--- config.mk ---
export PLATFORM = sky130hd
export DESIGN_NAME = inst_fetcher
export DESIGN_NICKNAME = d
export VERILOG_FILES = /design/src/rtl/inst_fetcher.sv
export SDC_FILE = /design/constraint.sdc
export NUM_CORES = 1
export LEC_CHECK = 0
export BUFFER_PORTS_ARGS = -buffer_cell sky130_fd_sc_hd__buf_2
export CORE_ASPECT_RATIO = 1.5
export CORE_MARGIN = 1.5
export CORE_UTILIZATION = 53
export CTS_CLUSTER_DIAMETER = 30
export DETAILED_ROUTE_END_ITERATION = 12
export PLACE_DENSITY = 0.94
export SETUP_SLACK_MARGIN = 0.2
export SYNTH_ARGS = -nofsm -noshare
export SYNTH_HDL_FRONTEND = slang
export SYNTH_SLANG_ARGS = --single-unit
--- constraint.sdc ---
create_clock -name clk_in -period 5.78 [get_ports clk_in]
set_input_delay 0 -clock clk_in [delete_from_list [all_inputs] [get_ports clk_in]]
set_output_delay 0 -clock clk_in [all_outputs]
set_load 0.02 [all_outputs]
--- src/rtl/inst_fetcher.sv ---
// Instruction fetch front end: icache lookup at PC, miss refill via the memory
// controller, and a one-entry output buffer toward the decoder.
module inst_fetcher #(
  parameter logic [31:0] RESET_PC = 32'h0
) (
  input  logic        clk_in,
  input  logic        rst_in,
  input  logic        rdy_in,
  input  logic        ic_to_if_hit,
  input  logic [31:0] ic_to_if_hit_inst,
  output logic [31:0] if_to_ic_inst_addr,
  output logic        if_to_ic_ready,
  output logic [31:0] if_to_ic_inst,
  output logic        if_to_ic_inst_valid,
  output logic        if_to_mc_req,
  output logic [31:0] if_to_mc_addr,
  input  logic        mc_to_if_done,
  input  logic [31:0] mc_to_if_inst,
  output logic        if_to_dc_valid,
  output logic [31:0] if_to_dc_inst,
  output logic [31:0] if_to_dc_pc,
  input  logic        dc_to_if_ready,
  input  logic        rob_to_if_clear,
  input  logic [31:0] rob_to_if_new_pc
);

  typedef enum logic [1:0] {IDLE, MEM_WAIT, FILL, DRAIN} state_t;

  state_t      state_q, state_d;
  logic [31:0] pc_q, pc_d;
  logic [31:0] pend_q, pend_d;
  logic [31:0] fill_q, fill_d;
  logic        buf_vld_q, buf_vld_d;
  logic [31:0] buf_inst_q, buf_inst_d;
  logic [31:0] buf_pc_q, buf_pc_d;
  logic        can_accept;

  assign can_accept          = !buf_vld_q || dc_to_if_ready;
  assign if_to_ic_ready      = (state_q == IDLE) && can_accept && !rob_to_if_clear;
  assign if_to_ic_inst_addr  = (state_q == FILL) ? pend_q : pc_q;
  assign if_to_ic_inst       = fill_q;
  assign if_to_ic_inst_valid = (state_q == FILL);
  assign if_to_mc_req        = (state_q == MEM_WAIT) || (state_q == DRAIN);
  assign if_to_mc_addr       = pend_q;
  assign if_to_dc_valid      = buf_vld_q;
  assign if_to_dc_inst       = buf_inst_q;
  assign if_to_dc_pc         = buf_pc_q;

  always_comb begin
    state_d    = state_q;
    pc_d       = pc_q;
    pend_d     = pend_q;
    fill_d     = fill_q;
    buf_vld_d  = buf_vld_q && !dc_to_if_ready;
    buf_inst_d = buf_inst_q;
    buf_pc_d   = buf_pc_q;
    if (rob_to_if_clear) begin
      // Redirect wins; an outstanding memory request must still be drained.
      buf_vld_d = 1'b0;
      pc_d      = rob_to_if_new_pc;
      case (state_q)
        MEM_WAIT, DRAIN: state_d = mc_to_if_done ? IDLE : DRAIN;
        default:         state_d = IDLE;
      endcase
    end else begin
      case (state_q)
        IDLE: begin
          if (if_to_ic_ready) begin
            if (ic_to_if_hit) begin
              buf_vld_d  = 1'b1;
              buf_inst_d = ic_to_if_hit_inst;
              buf_pc_d   = pc_q;
              pc_d       = pc_q + 32'd4;
            end else begin
              pend_d  = pc_q;
              state_d = MEM_WAIT;
            end
          end
        end
        MEM_WAIT: begin
          if (mc_to_if_done) begin
            fill_d  = mc_to_if_inst;
            state_d = FILL;
          end
        end
        FILL:    state_d = IDLE;
        DRAIN:   if (mc_to_if_done) state_d = IDLE;
        default: state_d = IDLE;
      endcase
    end
  end

  always_ff @(posedge clk_in) begin
    if (rst_in) begin
      state_q    <= IDLE;
      pc_q       <= RESET_PC;
      pend_q     <= 32'h0;
      fill_q     <= 32'h0;
      buf_vld_q  <= 1'b0;
      buf_inst_q <= 32'h0;
      buf_pc_q   <= 32'h0;
    end else if (rdy_in) begin
      state_q    <= state_d;
      pc_q       <= pc_d;
      pend_q     <= pend_d;
      fill_q     <= fill_d;
      buf_vld_q  <= buf_vld_d;
      buf_inst_q <= buf_inst_d;
      buf_pc_q   <= buf_pc_d;
    end
  end

endmodule

==> results.tsv, run 1 <==
metric	value	unit
synth_warnings	0	
finalSetupTns	0	ns
final_layout_size_suffix_gt1_share	28.7	%
wire_per_inst	18.5	um
antenna_found_initial	1	
clkSlewWorstSetupHoldPaths	0.06	ns
grt.total_usage	35.1	%
async_flop_share	0	%
p_total	2.61	mW
setup_viol	0	
critPathArrivalTime	2.91	ns
cts_tree	yes	
syn_nets	1027	
cts_buffers	17	
io_buffers	266	
clk_path_buf_depth	2	
drt-pass1-iter-count	7	
power_density	265	nW/um^2
synth_cell_type_count	55	
nNetsFinal	1325	
hold_path_class	input port to register	
synth_top_family_by_area	simple AND/OR/NAND/NOR gates	
synth.avg_cell_area	7.71	um^2
io_pins	267	
die_area	14100	um^2
period_share	45.0	%
synth_compound_area_share	16.9	%
top_layer	met4	
synth_fa_ha_area_share	0.176	%
fin_crit	2.60	ns
cts.sinks	163	
synth_xor_area_share	0	%
cts_setup_buffers	0	
fmax	0.385	GHz
crit_type	register to register	
viasPerCell	5.90	
power.internal	1.89	mW
die_w	97.6	um
wl_met2	13.3	mm
hold_viol_final	0	
path_cells	nand4_1 -> nor4_2 -> nand2_1 -> a311o_1	
report.final.slew_viol_count	0	
required	6.09	ns
first_global_vias	8076	
yosysSeqAreaShare	45.9	%
gp_congestion	0.886	
yosys.area_share.simple	25.3	%
die_h	145	um
final_core_util	75.6	%
met3_length	1.83	mm
vias	8222	
root_buffer	clkbuf_16	
area_delta_synth_final	38.3	%
route.detailed.drc	0	
clkLatencyLatePin	0.43	ns
place.detailed.hpwl	14.9	mm
final_cells	1393	
vdd_drop_max	199	uV
worst_clock_skew	0.0128	ns
worst_pin_slew	1.27	ns
grt_max_degree	87	
initial_core_util	54.7	%
synthMuxAreaShare	6.19	%
ys_ff_latch	163	
antenna_left	0	
drt-met1-wl	9.12	mm
synth_edf_count	0	
p_seq_share	45.8	%
grt_pass1_wl	40.2	mm
cpMaxStageDelayCell	nor4_2	
final_common_cell	nand2_1	
max_stage_delay	1.08	ns
timing.final.ws_setup	3.18	ns
rows	51	
combPwrFrac	11.8	%
p_leak	4.21	nW
syn_area	7120	um^2
rsz0062_at_grt	false	
worst-path-max-fanout	13	
core_area	13000	um^2
maxSlewHeadroom	15.4	%
first_iter_violations	739	
syn-instance-count	923	
startpoint_type	register	
ys.flop_type	dfxtp_1	
status	finished, final reports clean	
critPathCaptureType	register	
htreeDepth	4	
switching_share	27.6	%
cts_hold_buffers	92	
switchingPower	0.719	mW
final_cell_mix	303 x nand2_1, 265 x buf_2, 163 x dfxtp_1, 155 x a21oi_1, 92 x dlygate4sd3_1	
post_cts_resized	0	
drv_cap	0	
grt-ovfl-total	0	
dp_slack	3.27	ns
placed_cells	1269	
drt_wl_total	25.7	mm
clkPwrFrac	42.4	%
==> synth_stat cells, types with 2 or more instances <==
master / instances / share of area (%)
nand2_1: 303 / 16
dfxtp_1: 163 / 46
a21oi_1: 155 / 11
clkbuf_1: 43 / 2.3
buf_2: 35 / 2.5
mux2_2: 32 / 5.1
nor2_1: 28 / 1.5
nand3_1: 18 / 1.3
nand4_1: 16 / 1.4
a31oi_1: 10 / 0.88
buf_1: 8 / 0.42
mux2i_1: 8 / 1.1
o21ai_0: 8 / 0.56
and3_1: 7 / 0.62
o211ai_1: 7 / 0.74
o22ai_1: 7 / 0.62
a22oi_1: 5 / 0.53
inv_1: 5 / 0.26
nor3_1: 5 / 0.35
and4_1: 4 / 0.49
or3_1: 4 / 0.35
a211oi_1: 3 / 0.32
nand2b_1: 3 / 0.26
nor2b_1: 3 / 0.26
nor4_1: 3 / 0.26
o31ai_1: 3 / 0.32
a2bb2oi_1: 2 / 0.25
a32o_1: 2 / 0.28
nand3b_1: 2 / 0.21
nor3_2: 2 / 0.28
nor4_2: 2 / 0.35
o41ai_1: 2 / 0.25
or3_4: 2 / 0.32
or4_1: 2 / 0.21
==> stage by stage <==
stage               instance area, um^2  hold slack (ns)
detailed placement                 8350            0.245
global route                       9840           0.0215
floorplan                          7120           0.0586
global placement                   8350            0.240
CTS                                9840         0.000579
finish                             9840          0.00883
==> cell families (layout without fill, tap and decap cells) <==
logic type / after synthesis / count (layout)
fa+ha+maj: 1 / 1
simple gates: 413 / 413
mux: 40 / 40
flops: 163 / 163
compound gates: 214 / 214
buf+inv: 92 / 402
other cells: 0 / 1
==> per-layer routing <==
metal | track usage, % | vias to the layer above
met3 | 7.71 | 132
met5 | 0 | -
met1 | 36.7 | 3853
met4 | 21.1 | 0
met2 | 63.3 | 511
li1 | - | 3726
==> layout make-up <==
type	count	area [um^2]
flip-flops and latches	163	3260
inverters	5	18.8
well taps	159	199
clock inverters	14	141
repair buffers	366	2310
fillers	873	3180
multi-input cells	668	3480
diodes	1	2.50
clock buffers	17	425
==> registers in the layout, indices dropped and copies added, names as in the netlist <==
signal	flops
if_to_mc_addr	32
if_to_dc_pc	32
pc_q	32
if_to_dc_valid	1
if_to_dc_inst	32
state_q	2
if_to_ic_inst	32
==> worst max-delay path: cells and delay by family, from the launching register on <==
family	cells	cell delay, ns
AND/OR/NAND/NOR	3	1.51
flip-flops	1	0.56
AO/OA/AOI/OAI	1	0.42
==> power by group through the flow <==
stage               registers [mW]  logic (mW)  clock network [mW]
finish                        1.19       0.308                1.10
CTS                           1.19       0.297                1.10
detailed placement            1.22       0.246                   0
floorplan                     1.21       0.156                   0
global placement              1.21       0.241                   0
global route                  1.20       0.329                1.15
==> worst paths after layout <==
check	slack, ns	cells after the start	endpoint	start
worst min register to register	0.45	2	if_to_dc_pc[22]	if_to_dc_pc[22]
worst min-delay path	0.009	4	pc_q[25]	rob_to_if_new_pc[25]
worst max-delay path	3.18	4	pc_q[31]	pc_q[4]
worst max register to register	3.18	4	pc_q[31]	pc_q[4]
No activity file was read; power rests on OpenSTA's default activity.
==> run 2, diff against run 1 <==
CORE_UTILIZATION = 49   (was 53)
PLACE_DENSITY = 0.89   (was 0.94)
clock period = 2.6 ns   (was 5.78 ns; I/O delays follow)
==> run 2 against run 1 <==
  * Setup slack worse by 2.9 ns
  * Register-to-register slack got worse by 2.9 ns
  * Flip-flop and latch count unchanged
  * Highest routed layer is now met5
  * First-iteration DRC count grew 0.68%
  * Routed wire length increased by 0.46%
==> results.tsv, run 2 (synthesis gave the netlist of run 1 again) <==
metric	value	unit	change
critPathCaptureType	register		unchanged
htreeDepth	4		unchanged
p_seq_share	43.8	%	was 45.8%
clkLatencyLatePin	0.43	ns	about the same
cts.sinks	163		unchanged
grt-ovfl-total	0		unchanged
critPathArrivalTime	2.58	ns	was 2.91 ns
clkSlewWorstSetupHoldPaths	0.07	ns	was 0.06 ns
finalSetupTns	0	ns	unchanged
place.detailed.hpwl	15.3	mm	was 14.9 mm
switching_share	26.7	%	was 27.6%
initial_core_util	50.4	%	was 54.7%
root_buffer	clkbuf_16		unchanged
r2r-end	pc_q[4]		was pc_q[31]
gp_congestion	0.932		was 0.886
clkPwrFrac	44.4	%	was 42.4%
whs_endpoint	if_to_mc_addr[3]		was pc_q[25]
power.internal	4.44	mW	was 1.89 mW
core_area	14100	um^2	was 13,000 um^2
grt_max_degree	129		was 87
grt.total_usage	32.8	%	was 35.1%
worst_pin_slew	0.659	ns	was 1.27 ns
vias	8230		was 8,222
report.final.slew_viol_count	0		unchanged
drt_wl_total	25.9	mm	was 25.7 mm
io_pins	267		unchanged
worst-path-max-fanout	10		was 13
vdd_drop_max	370	uV	was 199 uV
rows	53		was 51
critPathMostFrequentCell	nor2_1		
antenna_found_initial	2		was 1
final_layout_size_suffix_gt1_share	29.4	%	was 28.7%
fill_cells	1025		was 873
hold_viol_final	0		unchanged
p_leak	4.33	nW	was 4.21 nW
viasPerCell	5.71		was 5.90
die_h	151	um	was 145 um
cp_num_buf_inv	2		was 0
cts_tree	yes		unchanged
maxSlewHeadroom	56.0	%	was 15.4%
final_cell_mix	303 x nand2_1, 265 x buf_2, 163 x dfxtp_1, 155 x a21oi_1, 94 x dlygate4sd3_1		was 303 x nand2_1, 265 x buf_2, 163 x dfxtp_1, 155 x a21oi_1, 92 x dlygate4sd3_1
crit_type	register to register		unchanged
drv_cap	0		unchanged
final_common_cell	nand2_1		unchanged
multi_input_area	3490	um^2	was 3480 um^2
io_buffers	266		unchanged
rsz0062_at_grt	false		unchanged
route.detailed.drc	0		unchanged
regArea	3260	um^2	unchanged
combPwrFrac	11.8	%	about the same
status	finished, final reports clean		unchanged
antenna_left	0		unchanged
path_cells	and3b_1 -> a31oi_4 -> buf_4 -> nor2_1 -> a21oi_1 -> nor2_1 -> dlygate4sd3_1		was nand4_1 -> nor4_2 -> nand2_1 -> a311o_1
whs_path_depth	2		was 4
startpoint_type	register		unchanged
grt_pass1_wl	39.0	mm	was 40.2 mm
crit_family	buffers and inverters		was simple AND/OR/NAND/NOR gates
p_total	6.06	mW	was 2.61 mW
first_iter_violations	744		was 739
r2r_slack	0.33	ns	was 3.18 ns
area_delta_synth_final	41.9	%	was 38.3%
first_global_vias	7901		was 8,076
cpMaxStageDelayCell	dlygate4sd3_1		was nor4_2
final_cells	1441		was 1,393
ff2ff_path_depth	7		was 4
setup_viol	0		unchanged
switchingPower	1.62	mW	was 0.719 mW
hold_path_class	input port to register		unchanged
wire_per_inst	17.9	um	was 18.5 um
placed_cells	1314		was 1,269
period_share	87.3	%	was 45.0%
die_w	101	um	was 97.6 um
worst_clock_skew	0.0107	ns	was 0.0128 ns
min_from	rst_in		was rob_to_if_new_pc[25]
fin_crit	2.27	ns	was 2.60 ns
die_area	15300	um^2	was 14,100 um^2
nNetsFinal	1339		was 1,325
clk_path_buf_depth	2		unchanged
cts_buffers	17		unchanged
drt-pass1-iter-count	5		was 7
fmax	0.441	GHz	was 0.385 GHz
r2r_start	state_q[0]		was pc_q[4]
max_stage_delay	0.58	ns	was 1.08 ns
power_density	600	nW/um^2	was 265 nW/um^2
required	2.91	ns	was 6.09 ns
run 2: cell types whose count changed in the layout (fill, tap and decap cells not counted):
| cell | previous run | this run |
|---|---|---|
| a31oi_4 | 0 | 1 |
| clkinv_4 | 2 | 1 |
| bufinv_16 | 1 | 3 |
| clkinvlp_4 | 4 | 3 |
| clkbuf_8 | 0 | 1 |
| inv_8 | 1 | 2 |
| inv_6 | 6 | 5 |
| buf_4 | 9 | 18 |
| buf_12 | 0 | 3 |
| dlygate4sd3_1 | 92 | 94 |
| a31oi_2 | 1 | 0 |
run 2: metal layers:
layer	vias up	track usage, %	part of all wire [%]
met5	-	0	0.10
met1	3801	34.0	35
li1	3765	-	-
met4	4	21.4	5.4
met2	516	57.7	51
met3	144	8.54	8.4
run 2: worst max path at each step:
stage               start       end  depth (start not counted)
2_1_floorplan     pc_q[3]  pc_q[22]                          6
3_3_place_gp      pc_q[2]  pc_q[18]                          6
3_5_place_dp      pc_q[2]  pc_q[18]                          6
4_1_cts        state_q[0]   pc_q[4]                          7
5_1_grt        state_q[0]   pc_q[4]                          7
6_report       state_q[0]   pc_q[4]                          7
run 2: repair_timing:
action / CTS / global route
endpoints found under the setup margin: 0 / 1
hold buffers: 94 / 0
buffers inserted: 0 / 0
hold endpoints to repair: 93 / 0
gates resized for setup: 0 / 1
run 2: layout make-up:
type / count / share of cell area [%]
clock buffers: 18 / 4.35
repair buffers: 380 / 24.4
inverters: 5 / 0.186
multi-input cells: 668 / 34.5
diodes: 1 / 0.0248
clock inverters: 14 / 1.86
well taps: 192 / 2.38
flip-flops and latches: 163 / 32.3
run 2: worst reg2reg max path: stages (launching register included):
cell and delay [ns]:
dfxtp_1 0.49, and3b_1 0.28, a31oi_4 0.36, buf_4 0.22, nor2_1 0.05, a21oi_1 0.13, nor2_1 0.06, dlygate4sd3_1 0.58
run 2: power by group through the flow:
stage | combinational [mW] | sequential (mW) | clock, mW
after global routing | 0.758 | 2.66 | 2.82
after global placement | 0.559 | 2.70 | 0
after CTS | 0.684 | 2.65 | 2.72
after detailed placement | 0.567 | 2.70 | 0
after floorplan | 0.347 | 2.69 | 0
final | 0.713 | 2.65 | 2.69
run 2: per-stage QoR:
| step | area (um^2) | hold slack, ns | util, % | setup WS (ns) |
|---|---|---|---|---|
| floorplan | 7120 | 0.0586 | - | 0.732 |
| global placement | 8520 | 0.240 | 60.3 | 0.590 |
| detailed placement | 8520 | 0.245 | 60.3 | 0.539 |
| CTS | 10100 | 0.00251 | 71.4 | 0.245 |
| global route | 10100 | 0.0374 | 71.5 | 0.242 |
| finish | 10100 | 0.0190 | 71.5 | 0.330 |
==> run 3, diff against run 2 <==
RECOVER_POWER = 25   (was unset)
==> run 3 against run 2 <==
  * Via count down 0.21%
  * Total power is essentially flat
  * Final area is 1.0% lower
  * Largest cell class unchanged
  * Combinational power decreased by 0.8%
  * Largest power group unchanged
==> results.tsv, run 3 (synthesis gave the netlist of run 1 again) <==
metric	value	unit	change
grt_max_degree	129		unchanged
final_cell_mix	303 x nand2_1, 186 x buf_2, 163 x dfxtp_1, 155 x a21oi_1, 94 x dlygate4sd3_1		was 303 x nand2_1, 265 x buf_2, 163 x dfxtp_1, 155 x a21oi_1, 94 x dlygate4sd3_1
antenna_left	0		unchanged
cts_buffers	17		unchanged
hold_path_class	input port to register		unchanged
cts.sinks	163		unchanged
grt_pass1_wl	39.0	mm	unchanged
finalSetupTns	0	ns	unchanged
hold_viol_final	0		unchanged
core_area	14100	um^2	unchanged
drt_wl_total	25.8	mm	was 25.9 mm
worst-path-max-fanout	10		unchanged
final_common_cell	nand2_1		unchanged
final_layout_size_suffix_gt1_share	23.0	%	was 29.4%
cts_setup_buffers	0		unchanged
viasPerCell	5.70		was 5.71
p_total	6.05	mW	was 6.06 mW
gp_congestion	0.932		unchanged
clk_path_buf_depth	2		unchanged
route.detailed.drc	0		unchanged
rsz0062_at_grt	false		unchanged
fmax	0.441	GHz	about the same
grt-ovfl-total	0		unchanged
crit_type	register to register		unchanged
power_density	605	nW/um^2	was 600 nW/um^2
setup_viol	0		unchanged
worst_clock_skew	0.0104	ns	was 0.0107 ns
path_cells	and3b_1 -> a31oi_4 -> buf_4 -> nor2_1 -> a21oi_1 -> nor2_1 -> dlygate4sd3_1		unchanged
required	2.91	ns	about the same
vias	8213		was 8,230
die_area	15300	um^2	unchanged
htreeDepth	4		unchanged
drv_cap	0		unchanged
worst_pin_slew	0.733	ns	was 0.659 ns
regArea	3260	um^2	unchanged
maxSlewHeadroom	51.1	%	was 56.0%
grt.total_usage	32.8	%	unchanged
nNetsFinal	1339		unchanged
hold_ws	0.0172	ns	was 0.0190 ns
max_stage_delay	0.58	ns	about the same
area_delta_synth_final	40.5	%	was 41.9%
clkSlewWorstSetupHoldPaths	0.07	ns	about the same
die_h	151	um	unchanged
cpMaxStageDelayCell	dlygate4sd3_1		unchanged
critPathCaptureType	register		unchanged
io_pins	267		unchanged
timing.final.ws_setup	0.332	ns	was 0.330 ns
period_share	87.2	%	was 87.3%
clkLatencyLatePin	0.43	ns	about the same
critPathArrivalTime	2.58	ns	about the same
fill_cells	1090		was 1,025
first_iter_violations	742		was 744
fin_crit	2.27	ns	about the same
cts_tree	yes		unchanged
p_leak	3.98	nW	was 4.33 nW
multi_input_area	3490	um^2	unchanged
place.detailed.hpwl	15.3	mm	unchanged
status	finished, final reports clean		unchanged
report.final.slew_viol_count	0		unchanged
wire_per_inst	17.9	um	about the same
first_global_vias	7901		unchanged
dp_slack	0.539	ns	unchanged
drt-pass1-iter-count	5		unchanged
root_buffer	clkbuf_16		unchanged
rows	53		unchanged
critPathMostFrequentCell	nor2_1		unchanged
vdd_drop_max	371	uV	was 370 uV
antenna_found_initial	2		unchanged
initial_core_util	50.4	%	unchanged
die_w	101	um	unchanged
startpoint_type	register		unchanged
io_buffers	266		unchanged
==> run 3: path summary, 6_finish.rpt <==
check                       start           endpoint  slack, ns  depth (start not counted)
min          rob_to_if_new_pc[15]           pc_q[15]       0.02                          4
max reg2reg            state_q[0]            pc_q[4]       0.33                          7
min reg2reg     if_to_ic_inst[22]  if_to_ic_inst[22]       0.46                          2
max                    state_q[0]            pc_q[4]       0.33                          7
==> run 3: per-layer routing <==
layer | GRT usage, % | part of all wire [%] | vias up
li1 | - | - | 3760
met1 | 34.0 | 36 | 3806
met2 | 57.7 | 51 | 509
met3 | 8.54 | 8.1 | 134
met4 | 21.4 | 5.2 | 4
met5 | 0 | 0.10 | -
==> run 3: report_power, final <==
part | switching [mW] | internal, mW | total, mW
clock | 1.12 | 1.57 | 2.69
combinational | 0.399 | 0.308 | 0.707
sequential | 0.0947 | 2.56 | 2.65
total | 1.62 | 4.43 | 6.05
==> run 3: cell type report <==
| cell class | count | area share (%) |
|---|---|---|
| clock buffers | 18 | 4.39 |
| diodes | 1 | 0.0250 |
| well taps | 192 | 2.40 |
| clock inverters | 14 | 1.88 |
| repair buffers | 380 | 23.6 |
| multi-input cells | 668 | 34.9 |
| inverters | 5 | 0.188 |
| flip-flops and latches | 163 | 32.6 |
==> run 3: stage by stage <==
stage / instances / util (%) / cell area, um^2
after detailed placement: 1314 / 60.3 / 8520
after global routing: 1440 / 70.8 / 9990
after floorplan: 923 / - / 7120
final: 1441 / 70.8 / 10000
after global placement: 1314 / 60.3 / 8520
after CTS: 1440 / 71.4 / 10100
==> run 3: worst max-delay path: cells and delay by family (launching register included) <==
family          cells  cell delay, ns
compound gates      2            0.49
simple gates        3            0.39
flops               1            0.49
buf+inv             2            0.79
==> run 3: repair_timing <==
action | in CTS | in global routing
setup endpoints to repair | 0 | 1
gates resized for setup | 0 | 1
hold buffers | 94 | 0
endpoints found under the hold margin | 93 | 0
